<file path="src/rtl/ycbcr_rgb.sv">
// Y/Cb/Cr (Q8.8, chroma biased) to packed 8-bit RGB; 3-stage pipeline with a global
// stall on downstream back-pressure, rounding half up and saturation to 0..255.
module ycbcr_rgb #(
  parameter int unsigned C_RCR      = 359,
  parameter int unsigned C_GCB      = 88,
  parameter int unsigned C_GCR      = 183,
  parameter int unsigned C_BCB      = 454,
  parameter int unsigned CHROMA_OFS = 32768
) (
  input  logic        clk,
  input  logic        reset,
  input  logic        in_valid,
  output logic        in_ready,
  input  logic [15:0] Y,
  input  logic [15:0] Cb,
  input  logic [15:0] Cr,
  output logic        out_valid,
  input  logic        out_ready,
  output logic [23:0] out_data
);

  localparam int unsigned IN_W  = 16;
  localparam int unsigned CH_W  = 17;
  localparam int unsigned P_W   = 27;
  localparam int unsigned OUT_W = 24;

  localparam logic signed [P_W-1:0]  K_RCR    = P_W'(C_RCR);
  localparam logic signed [P_W-1:0]  K_GCB    = P_W'(C_GCB);
  localparam logic signed [P_W-1:0]  K_GCR    = P_W'(C_GCR);
  localparam logic signed [P_W-1:0]  K_BCB    = P_W'(C_BCB);
  localparam logic signed [CH_W-1:0] OFS      = CH_W'(CHROMA_OFS);
  localparam logic signed [P_W-1:0]  HALF     = P_W'(32768);
  localparam logic signed [P_W-1:0]  SAT_MAX  = P_W'(255);

  logic                   advance;

  logic                   v1_q, v1_d;
  logic [IN_W-1:0]        y1_q, y1_d;
  logic signed [CH_W-1:0] cb1_q, cb1_d, cr1_q, cr1_d;

  logic                   v2_q, v2_d;
  logic signed [P_W-1:0]  y2_q, y2_d, pr_q, pr_d, pgb_q, pgb_d, pgr_q, pgr_d, pb_q, pb_d;

  logic                   v3_q, v3_d;
  logic [OUT_W-1:0]       pix_q, pix_d;

  logic signed [P_W-1:0]  acc_r, acc_g, acc_b;

  // Q16 accumulator -> rounded, clamped 8-bit channel
  function automatic logic [7:0] round_sat(input logic signed [P_W-1:0] acc);
    logic signed [P_W-1:0] sh;
    sh = (acc + HALF) >>> 16;
    if (sh[P_W-1])        return 8'h00;
    else if (sh > SAT_MAX) return 8'hFF;
    else                   return sh[7:0];
  endfunction

  assign advance   = !v3_q || out_ready;
  assign in_ready  = advance;
  assign out_valid = v3_q;
  assign out_data  = pix_q;

  always_comb begin
    acc_r = y2_q + pr_q;
    acc_g = y2_q - pgb_q - pgr_q;
    acc_b = y2_q + pb_q;
  end

  // Next state: every stage holds unless the whole pipe advances
  always_comb begin
    v1_d  = v1_q;
    y1_d  = y1_q;
    cb1_d = cb1_q;
    cr1_d = cr1_q;
    v2_d  = v2_q;
    y2_d  = y2_q;
    pr_d  = pr_q;
    pgb_d = pgb_q;
    pgr_d = pgr_q;
    pb_d  = pb_q;
    v3_d  = v3_q;
    pix_d = pix_q;
    if (advance) begin
      v1_d  = in_valid;
      y1_d  = Y;
      cb1_d = $signed(CH_W'(Cb)) - OFS;
      cr1_d = $signed(CH_W'(Cr)) - OFS;

      v2_d  = v1_q;
      y2_d  = P_W'({y1_q, 8'h00});
      pr_d  = K_RCR * P_W'(cr1_q);
      pgb_d = K_GCB * P_W'(cb1_q);
      pgr_d = K_GCR * P_W'(cr1_q);
      pb_d  = K_BCB * P_W'(cb1_q);

      v3_d  = v2_q;
      pix_d = {round_sat(acc_r), round_sat(acc_g), round_sat(acc_b)};
    end
  end

  always_ff @(posedge clk) begin
    if (reset) begin
      v1_q  <= 1'b0;
      y1_q  <= '0;
      cb1_q <= '0;
      cr1_q <= '0;
      v2_q  <= 1'b0;
      y2_q  <= '0;
      pr_q  <= '0;
      pgb_q <= '0;
      pgr_q <= '0;
      pb_q  <= '0;
      v3_q  <= 1'b0;
      pix_q <= '0;
    end else begin
      v1_q  <= v1_d;
      y1_q  <= y1_d;
      cb1_q <= cb1_d;
      cr1_q <= cr1_d;
      v2_q  <= v2_d;
      y2_q  <= y2_d;
      pr_q  <= pr_d;
      pgb_q <= pgb_d;
      pgr_q <= pgr_d;
      pb_q  <= pb_d;
      v3_q  <= v3_d;
      pix_q <= pix_d;
    end
  end

endmodule
</file>
<file path="config.mk">
export PLATFORM = sky130hd
export DESIGN_NAME = ycbcr_rgb
export DESIGN_NICKNAME = d
export VERILOG_FILES = /design/src/rtl/ycbcr_rgb.sv
export SDC_FILE = /design/constraint.sdc
export NUM_CORES = 1
export LEC_CHECK = 0
export ABC_AREA = 0
export CORE_UTILIZATION = 53
export DETAILED_ROUTE_END_ITERATION = 6
export PLACE_DENSITY_LB_ADDON = 0.1
export SLEW_MARGIN = 20
export SYNTH_ARGS = -nofsm -noshare
export SYNTH_HDL_FRONTEND = slang
export SYNTH_SLANG_ARGS = --single-unit
</file>
<file path="constraint.sdc">
create_clock -name clk -period 9.6 [get_ports clk]
set_clock_uncertainty 0.15 [all_clocks]
set_input_delay 2.4 -clock clk [delete_from_list [all_inputs] [get_ports clk]]
set_output_delay 2.4 -clock clk [all_outputs]
set_load 0.03 [all_outputs]
</file>
Word level (Yosys, flattened, before mapping)
Cells that the tools add are included.
- add/sub/neg operators: 9
- $mul: 4
- $lt $le $gt $ge: 3
- muxes and demuxes: 6
- reductions and logical operators: 2
- operators by type and width (kind ; number):
    $add 27x17->27 const B ; 3
    $add 25x27->27 ; 2
    $mul 9x17->26 const A ; 2
    $mux 8 ; 6
    $sub 16x16->17 const B ; 2
    $gt 11x9->1 const B ; 3
    $mul 10x17->27 const A ; 1
    $sub 25x27->27 ; 1
    $sub 27x27->27 ; 1
    $mul 5x17->22 const A ; 1
    $logic_not 1->1 ; 1
    $logic_or 1x1->1 ; 1
- register bits: 197
- input bits: 52
- output and inout port bits: 26
- logic and storage cells: 36

Depth between registers and ports, before layout
- depth after elaboration: 6
- gate-level depth with buffers: 20
- gate-level depth less buffers: 20

Least setup slack after synthesis
Ideal clock, no wire load.
- path type: input -> output
- start: input out_ready
- end: output in_ready
- arrival time: 3287 ps
- required time: 7050 ps
- path slack: 3763 ps
- cell stages on the path: 4
- path buffers: 2
- cell sequence: nor2b_1 -> clkinv_1 -> clkbuf_1 -> clkbuf_1
- longest elaborated chain between the ends: 1
- ends and longest elaborated chain (what ; RTL line ; RTL):
    start: declaration ; 18 ; input logic out_ready,
    $logic_or 1x1->1 ; 58 ; assign advance = !v3_q || out_ready;
    end: declaration ; 13 ; output logic in_ready,
Every way passes these cells.

Final worst setup path
Ends and elaborated chain as after synthesis.

==> impl_metrics.py <==
metrics = {
    "timing": {
        "setup_viol": 0,
        "rsz0062_at_grt": "no",
        "worst_slew_pin_slew_ns": 0.997,
        "hold_viol": 0,
        "fin_crit_sh": 0.692,
        "period_needed_ns": 6.64,
        "fin_ws_ns": 2.96,
        "tns_ns": 0,
        "relSlewSlack": 0.335,
        "drv_slew": 0,
        "fmax_ghz": 0.151,
        "holdWs_ns": 0.295,
    },
    "worst_setup_path": {
        "required_ns": 7.05,
        "crit_family": "buffers and inverters",
        "critPathKind": "input port to output port",
        "cp_cell_sequence": "clkdlybuf4s50_1 > nor2b_4 > inv_4 > clkdlybuf4s50_1",
        "start_kind": "input port",
        "cpPeakStageDelay_ns": 0.77,
        "worst_path_most_repeated_cell": "clkdlybuf4s50_1",
        "critPathSlowestCell": "clkdlybuf4s50_1",
        "cp_max_fo": 37,
        "crit_buf_inv": 3,
        "worstPathArrival_ns": 4.09,
        "endpoint_kind": "output port",
    },
    "synth": {
        "synth.top_cell.area_share": 0.207,
        "synth.net_count": 2636,
        "syn_area_um2": 18200,
        "avgSynthCellArea_um2": 8.67,
        "synth.most_common_cell": "inv_1",
        "synth_edf_count": 0,
        "synth_cells": 2102,
        "synth-xor-area-share": 0.0451,
        "yosys_warnings": 0,
        "synthAdderAreaFrac": 0.405,
        "synth_seq_area_share": 0.194,
        "synth-simple-area-share": 0.114,
        "synthArstFlopShare": 0,
        "ys_ff_latch": 177,
        "yosys.area.top_type": "ha_1",
        "yosysUniqueCellTypes": 78,
        "synth_top_family_by_area": "adder cells",
        "synth_compound_area_frac": 0.147,
        "muxShareOfSynthArea": 0.00172,
        "synth_top_cells_by_count": "inv_1 (390), ha_1 (302), nand2_1 (291)",
        "synth_flop_cell": "dfxtp_1",
        "synthTopCellsByArea": "ha_1 (21%), fa_1 (20%), dfxtp_1 (19%), inv_1 (8.0%), nand2_1 (6.0%)",
    },
    "clock_network": {
        "cts_setup_buffers": 0,
        "numCtsBuffers": 17,
        "cts.repair.resized": 0,
        "clkSlewWorstSetupHoldPaths_ns": 0.08,
        "clockBufferDepth": 2,
        "clk_latency_ns": 0.46,
        "cts-root-buf": "clkbuf_16",
        "htree_levels": 4,
        "ctsHoldBuffers": 0,
        "cts_tree": "yes",
        "clkSinkCount": 177,
    },
    "drt": {
        "num_vias": 14000,
        "postRouteAntennaNets": 0,
        "drt_iter0_drc": 797,
        "avgRoutedWirePerCell_um": 16.7,
        "viasPerCell": 5.36,
        "first_pass_iters": 5,
        "drc": 0,
        "routed_wl_um": 43500,
    },
    "place": {
        "globalplace.congestion": 0.872,
        "dp_slack_ns": 2.96,
        "port_buffers": 77,
        "detailed_place_hpwl_um": 35100,
        "dp_cells": 2578,
    },
    "grt": {
        "grt_pass1_wl_um": 70900,
        "gr-usage-all-layers": 0.257,
        "antenna_found_initial": 1,
        "grt_max_degree": 90,
        "gr-total-overflow": 0,
        "grt_pass1_vias": 13700,
    },
    "layout": {
        "instances_no_fill": 2611,
        "nNetsFinal": 2683,
        "area_growth_pct": 9.95,
        "drive_gt1_frac": 0.0352,
        "n_fill_cell": 3077,
    },
    "floorplanning": {
        "die_w_um": 187,
        "coreArea_um2": 33700,
        "die_area_um2": 35100,
        "start_util": 0.541,
        "ios": 78,
        "fp-row-count": 67,
        "die_h_um": 187,
    },
    "power": {
        "swShare": 0.470,
        "power.density_nw_per_um2": 243,
        "clock_power_share": 0.152,
        "combPwrFrac": 0.634,
        "p_seq_frac": 0.215,
        "peakVddDrop_mv": 0.193,
        "p_leak_nw": 10.1,
        "p_switching_mw": 2.29,
        "p_int_mw": 2.59,
    },
    "outcome": {
        "outcome": "completed",
    },
    "run": {
        "drv_cap": 0,
    },
    "min_path": {
        "hold_class": "flop to flop",
    },
}
power groups by stage:
stage,Clock (mW),Sequential [mW],Combinational (mW)
floorplan,0,1.09,2.23
global placement,0,1.06,3.04
detailed placement,0,1.06,3.08
CTS,0.754,1.05,3.11
global route,0.781,1.07,3.49
finish,0.742,1.05,3.09
final timing paths:
| kind | endpoint | slack, ns | cells after the start | start |
|---|---|---|---|---|
| setup / recovery | in_ready | 2.96 | 4 | out_ready |
| hold / removal | out_data[10] | 0.30 | 2 | out_data[10] |
| setup reg to reg | pr_q[24] | 3.64 | 18 | cr1_q[14] |
| hold reg to reg | out_data[10] | 0.30 | 2 | out_data[10] |
through the flow:
stage	instance area (um^2)	util	total power, mW
6_report	20000	0.595	4.88
5_1_grt	20000	0.595	5.34
3_3_place_gp	19400	0.576	4.09
2_1_floorplan	18200	-	3.32
4_1_cts	20000	0.595	4.91
3_5_place_dp	19400	0.576	4.14
worst register-to-register path, cell delays in order, from the launching register on:
cell,delay (ns)
dfxtp_1,0.70
inv_1,0.14
ha_1,0.44
fa_1,0.53
fa_1,0.49
inv_1,0.05
fa_1,0.56
fa_1,0.43
ha_1,0.38
a21oi_1,0.17
o21ai_0,0.10
a21o_1,0.18
a21oi_1,0.26
nand4_1,0.20
a31o_2,0.32
a21oi_1,0.29
o21bai_1,0.14
xnor2_1,0.13
a211oi_1,0.23
registers in the layout, indices dropped and copies added, names as in the netlist, 19 cells and up:
register  count
pb_q         22
pr_q         22
pgb_q        19
out_data     24
pgr_q        23
cell families after synthesis:
logic type | after synthesis
AO/OA/AOI/OAI | 415
flip-flops | 177
adder cells (fa/ha/maj) | 482
AND/OR/NAND/NOR | 484
buffers and inverters | 448
XOR/XNOR | 93
multiplexers | 3
final cells by class:
class / count / area (um^2) / share of cell area
clock buffers: 17 / 425 / 0.0212
well taps: 448 / 561 / 0.0280
flip-flops and latches: 177 / 3540 / 0.177
repair buffers: 84 / 821 / 0.0409
diodes: 1 / 2.50 / 0.000125
clock inverters: 15 / 196 / 0.00980
inverters: 392 / 1470 / 0.0735
multi-input cells: 1477 / 13000 / 0.650
metal layers:
| metal | up-vias | global-route usage | part of all wire |
|---|---|---|---|
| li1 | 6982 | - | - |
| met1 | 6718 | 0.377 | 0.50 |
| met2 | 251 | 0.399 | 0.44 |
| met3 | 32 | 0.0370 | 0.044 |
| met4 | 0 | 0.0619 | 0.016 |
| met5 | - | 0 | 0 |
cells in the final DEF (no fill, tap or decap), drive strengths merged, types with 15 or more instances in the layout:
| cell | n |
|---|---|
| ha | 302 |
| clkbuf | 17 |
| nor2 | 73 |
| xor2 | 37 |
| o21ai | 77 |
| inv | 399 |
| dfxtp | 177 |
| a21oi | 179 |
| fa | 180 |
| or3 | 18 |
| xnor2 | 56 |
| nor3 | 18 |
| a21o | 35 |
| nand2 | 292 |
| clkdlybuf4s50 | 76 |
| nand3 | 22 |
| nand2b | 15 |
| a211oi | 16 |
Power figures use the tool's default switching activity.
